--- config.mk ---
export PLATFORM = sky130hd
export DESIGN_NAME = writeback_unit
export DESIGN_NICKNAME = d
export VERILOG_FILES = /design/src/rtl/writeback_unit.sv
export SDC_FILE = /design/constraint.sdc
export NUM_CORES = 1
export LEC_CHECK = 0
export CAP_MARGIN = 20
export CORE_MARGIN = 2
export CORE_UTILIZATION = 51
export CTS_CLUSTER_SIZE = 20
export DETAILED_ROUTE_END_ITERATION = 10
export GPL_ROUTABILITY_DRIVEN = 0
export PLACE_DENSITY = 0.8
export SYNTH_ARGS = -nofsm -noshare
export SYNTH_HDL_FRONTEND = slang
export SYNTH_SLANG_ARGS = --single-unit
--- constraint.sdc ---
create_clock -name clk -period 3.5 [get_ports clk]
set_input_delay 0.875 -clock clk [delete_from_list [all_inputs] [get_ports clk]]
set_output_delay 0.875 -clock clk [all_outputs]
set_load 0.02 [all_outputs]
--- src/rtl/writeback_unit.sv ---
// Register-file writeback arbiter: ALU results win over buffered load results,
// with a pending-load scoreboard for hazard queries.
module writeback_unit #(
    parameter int unsigned DEPTH = 2
) (
    input  logic        clk,
    input  logic        rst_n,
    input  logic        alu_valid,
    input  logic [4:0]  alu_rd,
    input  logic [31:0] alu_data,
    input  logic        lsu_valid,
    input  logic [4:0]  lsu_rd,
    input  logic [31:0] lsu_data,
    output logic        lsu_ready,
    input  logic        issue_valid,
    input  logic [4:0]  issue_rd,
    input  logic [4:0]  rs1_address,
    input  logic [4:0]  rs2_address,
    output logic        rs1_busy,
    output logic        rs2_busy,
    output logic        en,
    output logic [4:0]  rd,
    output logic [31:0] register_file_data
);
    localparam int unsigned PW = (DEPTH > 1) ? $clog2(DEPTH) : 1;
    localparam int unsigned CW = $clog2(DEPTH + 1);

    logic [4:0]    fifo_rd_q   [DEPTH];
    logic [4:0]    fifo_rd_d   [DEPTH];
    logic [31:0]   fifo_data_q [DEPTH];
    logic [31:0]   fifo_data_d [DEPTH];
    logic [PW-1:0] wr_ptr_q, wr_ptr_d;
    logic [PW-1:0] rd_ptr_q, rd_ptr_d;
    logic [CW-1:0] count_q, count_d;
    logic [31:0]   pending_q, pending_d;
    logic          en_q, en_d;
    logic [4:0]    rd_q, rd_d;
    logic [31:0]   data_q, data_d;

    logic push, pop;
    logic [4:0] head_rd;

    assign lsu_ready = (count_q != CW'(DEPTH));
    assign push      = lsu_valid & lsu_ready;
    assign pop       = ~alu_valid & (count_q != '0);
    assign head_rd   = fifo_rd_q[rd_ptr_q];

    always_comb begin
        fifo_rd_d   = fifo_rd_q;
        fifo_data_d = fifo_data_q;
        wr_ptr_d    = wr_ptr_q;
        rd_ptr_d    = rd_ptr_q;
        count_d     = count_q;
        if (push) begin
            fifo_rd_d[wr_ptr_q]   = lsu_rd;
            fifo_data_d[wr_ptr_q] = lsu_data;
            wr_ptr_d              = wr_ptr_q + PW'(1);
        end
        if (pop) begin
            rd_ptr_d = rd_ptr_q + PW'(1);
        end
        unique case ({push, pop})
            2'b10:   count_d = count_q + CW'(1);
            2'b01:   count_d = count_q - CW'(1);
            default: count_d = count_q;
        endcase
    end

    // Write-port select; rd/data only hold when nothing was selected.
    always_comb begin
        en_d   = 1'b0;
        rd_d   = rd_q;
        data_d = data_q;
        if (alu_valid) begin
            en_d   = (alu_rd != 5'd0);
            rd_d   = alu_rd;
            data_d = alu_data;
        end else if (pop) begin
            en_d   = (head_rd != 5'd0);
            rd_d   = head_rd;
            data_d = fifo_data_q[rd_ptr_q];
        end
    end

    // Clear before set so a same-cycle issue to the popped register wins.
    always_comb begin
        pending_d = pending_q;
        if (pop) begin
            pending_d[head_rd] = 1'b0;
        end
        if (issue_valid && (issue_rd != 5'd0)) begin
            pending_d[issue_rd] = 1'b1;
        end
        pending_d[0] = 1'b0;
    end

    assign rs1_busy = (rs1_address != 5'd0) & pending_q[rs1_address];
    assign rs2_busy = (rs2_address != 5'd0) & pending_q[rs2_address];

    always_ff @(posedge clk) begin
        if (!rst_n) begin
            wr_ptr_q  <= '0;
            rd_ptr_q  <= '0;
            count_q   <= '0;
            pending_q <= '0;
            en_q      <= 1'b0;
            rd_q      <= '0;
            data_q    <= '0;
        end else begin
            wr_ptr_q  <= wr_ptr_d;
            rd_ptr_q  <= rd_ptr_d;
            count_q   <= count_d;
            pending_q <= pending_d;
            en_q      <= en_d;
            rd_q      <= rd_d;
            data_q    <= data_d;
        end
    end

    // Buffer storage needs no reset: entries are only read below count.
    always_ff @(posedge clk) begin
        fifo_rd_q   <= fifo_rd_d;
        fifo_data_q <= fifo_data_d;
    end

    assign en                 = en_q;
    assign rd                 = rd_q;
    assign register_file_data = data_q;

endmodule

# Word-level counts from Yosys, hierarchy flattened
# Cells that the tools add are included.
dict set report classes {
  mux 29
  n_reduce_logical 12
  magnitude_cmp 9
  bitwise_logic 10
  n_eq_ne 3
  n_addsub 4
}
# cell n
set op_table {}
lappend op_table {{two-way mux 32 bit} 8}
lappend op_table {{bitwise mux 64 bit} 1}
lappend op_table {{bitwise AND 32 bit} 1}
lappend op_table {{demux 32 bit (select 1 bit)} 1}
lappend op_table {{NOT 32 bit} 1}
lappend op_table {{bitwise OR 32 bit} 1}
lappend op_table {{two-way mux 5 bit} 6}
lappend op_table {{nonzero test 5 bit} 5}
lappend op_table {{< comparator 5 x 6 -> 1 bit, second input constant} 4}
lappend op_table {{binary-select mux 1 bit (select 5 bit)} 2}
lappend op_table {{bitwise mux 10 bit} 1}
lappend op_table {{demux 1 bit (select 5 bit)} 2}
lappend op_table {{>= comparator 5 x 1 -> 1 bit, second input constant} 2}
lappend op_table {{two-way mux 1 bit} 6}
lappend op_table {{nonzero test 2 bit} 3}
lappend op_table {{demux 5 bit (select 1 bit)} 1}
lappend op_table {{bitwise AND 1 bit} 4}
lappend op_table {{>= comparator 2 bit, second input constant} 2}
lappend op_table {{logical AND 1 bit} 4}
lappend op_table {{NOT 1 -> 2 bit} 2}
lappend op_table {{case mux 2 bit (2 select lines)} 1}
lappend op_table {{adder 1 bit, second input constant} 2}
lappend op_table {{adder 2 x 1 -> 2 bit, second input constant} 1}
lappend op_table {{== test 2 x 1 -> 1 bit, second input constant} 1}
lappend op_table {{5 further kinds} 5}
dict set report totals {
  out_inout_bits 41
  regBits 148
  in_bits 94
  elab_cells 79
}

# Longest topological paths before layout
# Gate-level depths: netlist of run 1.
dict set report logic_depth {
  ltp_word 13
  mapped_depth 7
  ltp_nobuf 6
}

# Worst setup path before layout of run 1
# Ideal clock, no wire load.
dict set report synth_path {
  path_kind {input to output}
  startpoint {input rs1_address[0]}
  endpoint {output rs1_busy}
  required_ps 2625
  path_slack_ps 451
  n_path_buf 1
  t_arrival_ps 2174
  cell_stages 5
  cell_sequence {buf_2 -> mux4_2 -> and3_1 -> o21ai_0 -> nand4_1}
}
dict set report synth_between {
  elab_chain_cells 3
  elab_cells_between_ends 4
  cone_classes {2 x mux; 1 x bitwise; 1 x reduce/logical}
}
# item line_no
set synth_rtl {}
lappend synth_rtl {{from (decl)} 17} ;# input logic [4:0] rs1_address,
lappend synth_rtl {{binary-select mux 1 bit (select 5 bit)} 97} ;# assign rs1_busy = (rs1_address != 5'd0) & pending_q[rs1_address];
lappend synth_rtl {{two-way mux 1 bit (not written as such)} 97}
lappend synth_rtl {{bitwise AND 1 bit (*)} 97}
lappend synth_rtl {{to (decl)} 19} ;# output logic rs1_busy,
# Mark *: on every way between the ends. The rest lies on a longest branch, timed or not. The select of a mux whose other input is x is not followed.

# Worst setup path in the final report of run 1
dict set report layout_path {
  startpoint {input rs1_address[1]}
  endpoint {output rs1_busy}
}
# Same word-level chain as after synthesis.

==> results of run 1 <==
==> timing repair <==
item | 4_1_cts | 5_1_grt
pin swaps | 0 | 3
gates cloned | 0 | 0
setup buffers | 0 | 2
resized for setup | 11 | 15
endpoints found under the setup margin | 2 | 2
==> power breakdown <==
| part | leakage, nW | switching (W) | internal (W) |
|---|---|---|---|
| combinational | 1.48 | 0.000878 | 0.000660 |
| clock | 0.278 | 0.000726 | 0.00112 |
| sequential | 1.29 | 0.000155 | 0.00209 |
==> per-stage QoR <==
stage / setup TNS (ns) / utilization, %
2_1_floorplan: 0 / -
3_3_place_gp: -0.790 / 64.2
3_5_place_dp: -0.847 / 64.2
4_1_cts: -0.0836 / 68.9
5_1_grt: 0 / 69.6
6_report: 0 / 69.6
==> worst max-delay path, cell delays in order <==
cell and delay (ns):
clkdlybuf4s50_1 0.51, mux4_2 0.50, and3b_1 0.20, o21ai_1 0.13
nand4_1 0.12, buf_6 0.15
==> kinds of logic after synthesis <==
kind of cell	count (synthesis)	share of synthesized area [%]
xor+xnor	4	0.534
fa+ha+maj	1	0.191
buf+inv	40	2.95
flops	147	56.1
simple gates	167	11.7
compound gates	164	17.0
mux	56	11.5
==> state kept, by name, indices dropped and copies added, names as in the netlist <==
register and cells:
fifo_data_q 64, register_file_data 32, pending_q 31, fifo_rd_q 10, rd 5, count_q 2, en 1, rd_ptr_q 1
wr_ptr_q 1
==> layout make-up <==
cell class / instances / area share, %
inverters: 2 / 0.0858
repair buffers: 154 / 17.4
clock inverters: 15 / 2.06
clock buffers: 17 / 4.86
flip-flops and latches: 147 / 42.1
multi-input cells: 392 / 31.1
well taps: 172 / 2.46
==> layer usage <==
| layer | GRT usage [%] | wire length (um) | vias up |
|---|---|---|---|
| met5 | 0 | 0 | - |
| met4 | 11.1 | 424 | 0 |
| met3 | 7.78 | 1140 | 34 |
| met2 | 42.7 | 8460 | 213 |
| met1 | 27.3 | 6570 | 2474 |
| li1 | - | - | 2410 |
==> synth_stat cells, types with 2 or more instances <==
| master | n | area [um2] |
|---|---|---|
| dfxtp_1 | 73 | 1460 |
| xnor2_1 | 3 | 26.3 |
| nand2_1 | 112 | 420 |
| mux2_2 | 2 | 22.5 |
| o211ai_1 | 39 | 293 |
| mux4_2 | 9 | 203 |
| a21oi_1 | 3 | 15.0 |
| nor3b_1 | 8 | 60.1 |
| clkbuf_1 | 20 | 75.1 |
| o21ai_0 | 44 | 220 |
| mux4_1 | 5 | 131 |
| mux2i_1 | 40 | 400 |
| nand2b_1 | 5 | 31.3 |
| inv_1 | 2 | 7.51 |
| o21ai_1 | 2 | 10.0 |
| buf_2 | 5 | 25.0 |
| and2_1 | 4 | 25.0 |
| nor2b_1 | 2 | 12.5 |
| buf_1 | 6 | 22.5 |
| a21boi_0 | 69 | 518 |
| nor2_1 | 14 | 52.6 |
| and3_1 | 4 | 25.0 |
| buf_4 | 4 | 30.0 |
| buf_6 | 3 | 33.8 |
| edfxtp_1 | 74 | 2220 |
| nor3_1 | 3 | 15.0 |
| and3b_1 | 8 | 70.1 |
==> how the worst min path moves through the flow <==
stage / endpoint / slack, ns / cells past startpoint
floorplan: pending_q[11]$_SDFF_PN0_ / 0.46 / 2
global placement: pending_q[28]$_SDFF_PN0_ / 0.50 / 2
detailed placement: pending_q[30]$_SDFF_PN0_ / 0.51 / 2
CTS: pending_q[30]$_SDFF_PN0_ / 0.52 / 2
global route: pending_q[22]$_SDFF_PN0_ / 0.54 / 2
finish: pending_q[30]$_SDFF_PN0_ / 0.52 / 2
==> cell usage in the layout, fill, tap and decap left out, types with 2 or more instances in the layout <==
cell and count:
and3_1 3, o21ai_1 4, clkinv_2 2, and2_1 4, mux4_2 10, nor2b_1 2, clkinvlp_4 6, mux2i_1 40
clkdlybuf4s50_1 127, nand2b_1 5, a21boi_0 69, clkbuf_16 17, inv_1 2, nor3_1 3, mux4_1 4, mux2_2 2
edfxtp_1 74, buf_4 17, a21oi_1 3, o211ai_1 39, inv_6 3, buf_6 4, nand2_1 112, dfxtp_1 72
nor3b_1 8, xnor2_1 3, and3b_1 8, nor2_1 12, dlymetal6s2s_1 4, o21ai_0 42, bufinv_16 3
==> out/summary.txt, run 1 <==
cts bufs inserted: 17
die height: 117 um
power per cell area: 644 nW/um2
crit path max fanout: 2
register area share after synthesis: 56.1%
Max VDD drop: 0.000391 V
outcome: complete, no violations
WP data arrival: 2.50 ns
Reg-to-Reg Start: rd_ptr_q$_SDFFE_PN0P_
final wirelength: 16600 um
first drt pass iteration count: 6
Die Width: 117 um
Vias: 5131
Port Buffers: 134
DR iter-0 viols: 271
critical path launch point type: input port
syn nets: 674
flop-to-flop setup slack: 1.29 ns
post-synthesis cell count: 579
Synth warnings: 0
minimum clock period: 3.37 ns
max cap viols: 0
fmax: 0.297 GHz
post-synthesis register bit count: 147
setup ws final: 0.130 ns
GRT overflow: 0
RSZ-0062 raised after global routing: false
fin nets: 809
hold slack: 0.517 ns
CTS root buffer: clkbuf_16
n_diodes: 0
worst setup path startpoint: rs1_address[1]
clk slew on worst S/H paths: 0.06 ns
mean area per synthesized cell: 11.3 um2
ys async rst share: 0%
Register Area: 3680 um2
Area Overhead vs Synth: 33.4%
H-tree depth: 4
pre-CTS WS: -0.464 ns
Clk Latency, worst-skew pair: 0.43 ns
Tot GR Track Use: 24.5%
Pins Over Slew Limit: 0
Pleak: 3.05 nW
CTS tree: yes
fill count: 917
Critical Path Sink: rs1_busy
vias per std cell: 5.71
vias in the first global route: 5313
largest net degree at the start of global routing: 74
initial antenna violation count: 0
CP Data Required Time: 2.62 ns
Detail Route Antenna Nets: 0
CP Class: input port to output port
prevailing post-synth register cell: edfxtp_1
worst reg-to-reg path cell count: 4
average wire per standard cell: 18.5 um
EDFF count, synth: 74
Yosys cell types: 43
core area: 12600 um2
Tcrit/Tclk final: 96.3%
layout cells sized above 1: 10.6%
crit path capture type: output port
hold wc startpoint: pending_q[30]$_SDFF_PN0_
# clock sinks: 147
final setup vio count: 0
Overall Power: 0.00563 W
worst slew pin tran: 1.02 ns
Final Hold Vio Count: 0
final cell count without fillers: 899
placed instance count: 864
Multi-input gate area: 2720 um2
first-pass GRT wire length: 26400 um
num rows: 41
Netlist Area Pre-Place: 6560 um2
hold bufs inserted after CTS: 0
CTS max path bufs: 2
Starting Density: 52.2%
Min-Delay Path Class: flop to flop
Post-DP Area: 8070 um2
hpwl dp: 11600 um
capture point of the worst reg-to-reg path: pending_q[23]$_SDFF_PN0_
# IOs: 135
DRC viols: 0
Design Area, Final: 8750 um2
max_slew headroom: 31.1%
clock skew: 0.0137 ns
Die ar.: 13800 um2
(Power assumes the default switching activity.)
==> inputs of run 2 (changes only) <==
- PLACE_DENSITY: 0.8 -> 0.83
==> out/summary.txt, run 2 (same netlist as run 1, synthesis figures left out) <==
clock skew: 0.0107 ns
Min-Delay Path Class: flop to flop
CTS max path bufs: 2
crit path capture type: output port
WP data arrival: 2.61 ns
placed instance count: 863
num rows: 41
commonest non-fill, non-tap cell in the layout: clkdlybuf4s50_1
H-tree depth: 4
CP Class: input port to output port
Area Overhead vs Synth: 32.4%
Max VDD drop: 0.000409 V
Pleak: 3.01 nW
die height: 117 um
vias in the first global route: 5253
CTS root buffer: clkbuf_16
first-pass GRT wire length: 26300 um
clk slew on worst S/H paths: 0.06 ns
power per cell area: 637 nW/um2
DRC viols: 0
final cell count without fillers: 897
final setup vio count: 0
Tcrit/Tclk final: 99.6%
minimum clock period: 3.49 ns
max_slew headroom: 23.7%
setup ws final: 0.0126 ns
core area: 12600 um2
# clock sinks: 147
Die Width: 117 um
outcome: complete, no violations
cts bufs inserted: 17
critical path launch point type: input port
layout cells sized above 1: 9.93%
most flop-heavy register: fifo_data_q
n_diodes: 0
max reg flops: 64
crit path max fanout: 4
Post-DP Area: 8070 um2
max cap viols: 0
Tot GR Track Use: 24.1%
DR iter-0 viols: 306
first drt pass iteration count: 6
Design Area, Final: 8690 um2
Final Hold Vio Count: 0
Detail Route Antenna Nets: 0
commonest cells after routing, fill and taps aside: clkdlybuf4s50_1 (128), nand2_1 (112), edfxtp_1 (74), dfxtp_1 (72), a21boi_0 (69)
final wirelength: 16500 um
average wire per standard cell: 18.4 um
vias per std cell: 5.62
CTS tree: yes
Starting Density: 52.2%
fin nets: 807
hpwl dp: 11600 um
# IOs: 135
worst slew pin tran: 1.13 ns
Port Buffers: 134
fmax: 0.287 GHz
Die ar.: 13800 um2
pre-CTS WS: -0.445 ns
Clk Latency, worst-skew pair: 0.41 ns
initial antenna violation count: 0
Vias: 5045
Pins Over Slew Limit: 0
largest net degree at the start of global routing: 74
CP Data Required Time: 2.62 ns
GRT overflow: 0
==> run 2: power breakdown <==
part / internal [W] / switching, W
logic: 0.000681 / 0.000874
clock network: 0.00101 / 0.000704
registers: 0.00209 / 0.000178
total: 0.00378 / 0.00176
==> run 2: layer usage <==
metal / global-route usage (%) / up-vias / routed length [um]
li1: - / 2404 / -
met1: 28.0 / 2413 / 6600
met2: 40.9 / 194 / 8250
met3: 8.17 / 34 / 1210
met4: 10.1 / 0 / 442
met5: 0 / - / 0
==> run 2: worst paths after layout <==
path,from,endpoint,slack (ns),depth (start not counted)
hold reg to reg,pending_q[12]$_SDFF_PN0_,pending_q[12]$_SDFF_PN0_,0.52,2
setup / recovery,rs2_address[2],rs2_busy,0.01,6
hold / removal,pending_q[12]$_SDFF_PN0_,pending_q[12]$_SDFF_PN0_,0.52,2
setup reg to reg,rd_ptr_q$_SDFFE_PN0P_,pending_q[11]$_SDFF_PN0_,0.96,4
==> run 2: cell type report <==
class / count / area, um2
Sequential cell: 147 / 3680
Multi-Input combinational cell: 392 / 2710
Clock buffer: 19 / 443
Fill cell: 886 / 3880
Timing Repair Buffer: 152 / 1510
Inverter: 2 / 7.51
Clock inverter: 13 / 128
Tap cell: 172 / 215
==> run 2: repair_timing <==
item / 4_1_cts / 5_1_grt
gates cloned: 0 / 0
pin swaps: 0 / 3
endpoints found under the setup margin: 2 / 2
hold buffers: 0 / 0
buffers inserted: 0 / 2
resized for setup: 11 / 12
==> run 2: critical path, cell delays in order <==
cell and delay [ns]:
clkdlybuf4s50_1 0.56, mux4_2 0.52, nand2_1 0.09, o211ai_1 0.10
a211o_1 0.30, buf_4 0.16
==> run 2: metrics by stage <==
step | setup TNS (ns) | hold slack, ns | total power [W] | util, %
after floorplan | 0 | 0.462 | 0.00325 | -
after global placement | -0.774 | 0.500 | 0.00378 | 64.2
after detailed placement | -0.865 | 0.506 | 0.00384 | 64.2
after CTS | -0.0589 | 0.515 | 0.00555 | 68.7
after global routing | -0.0659 | 0.547 | 0.00579 | 69.2
final | 0 | 0.517 | 0.00553 | 69.2
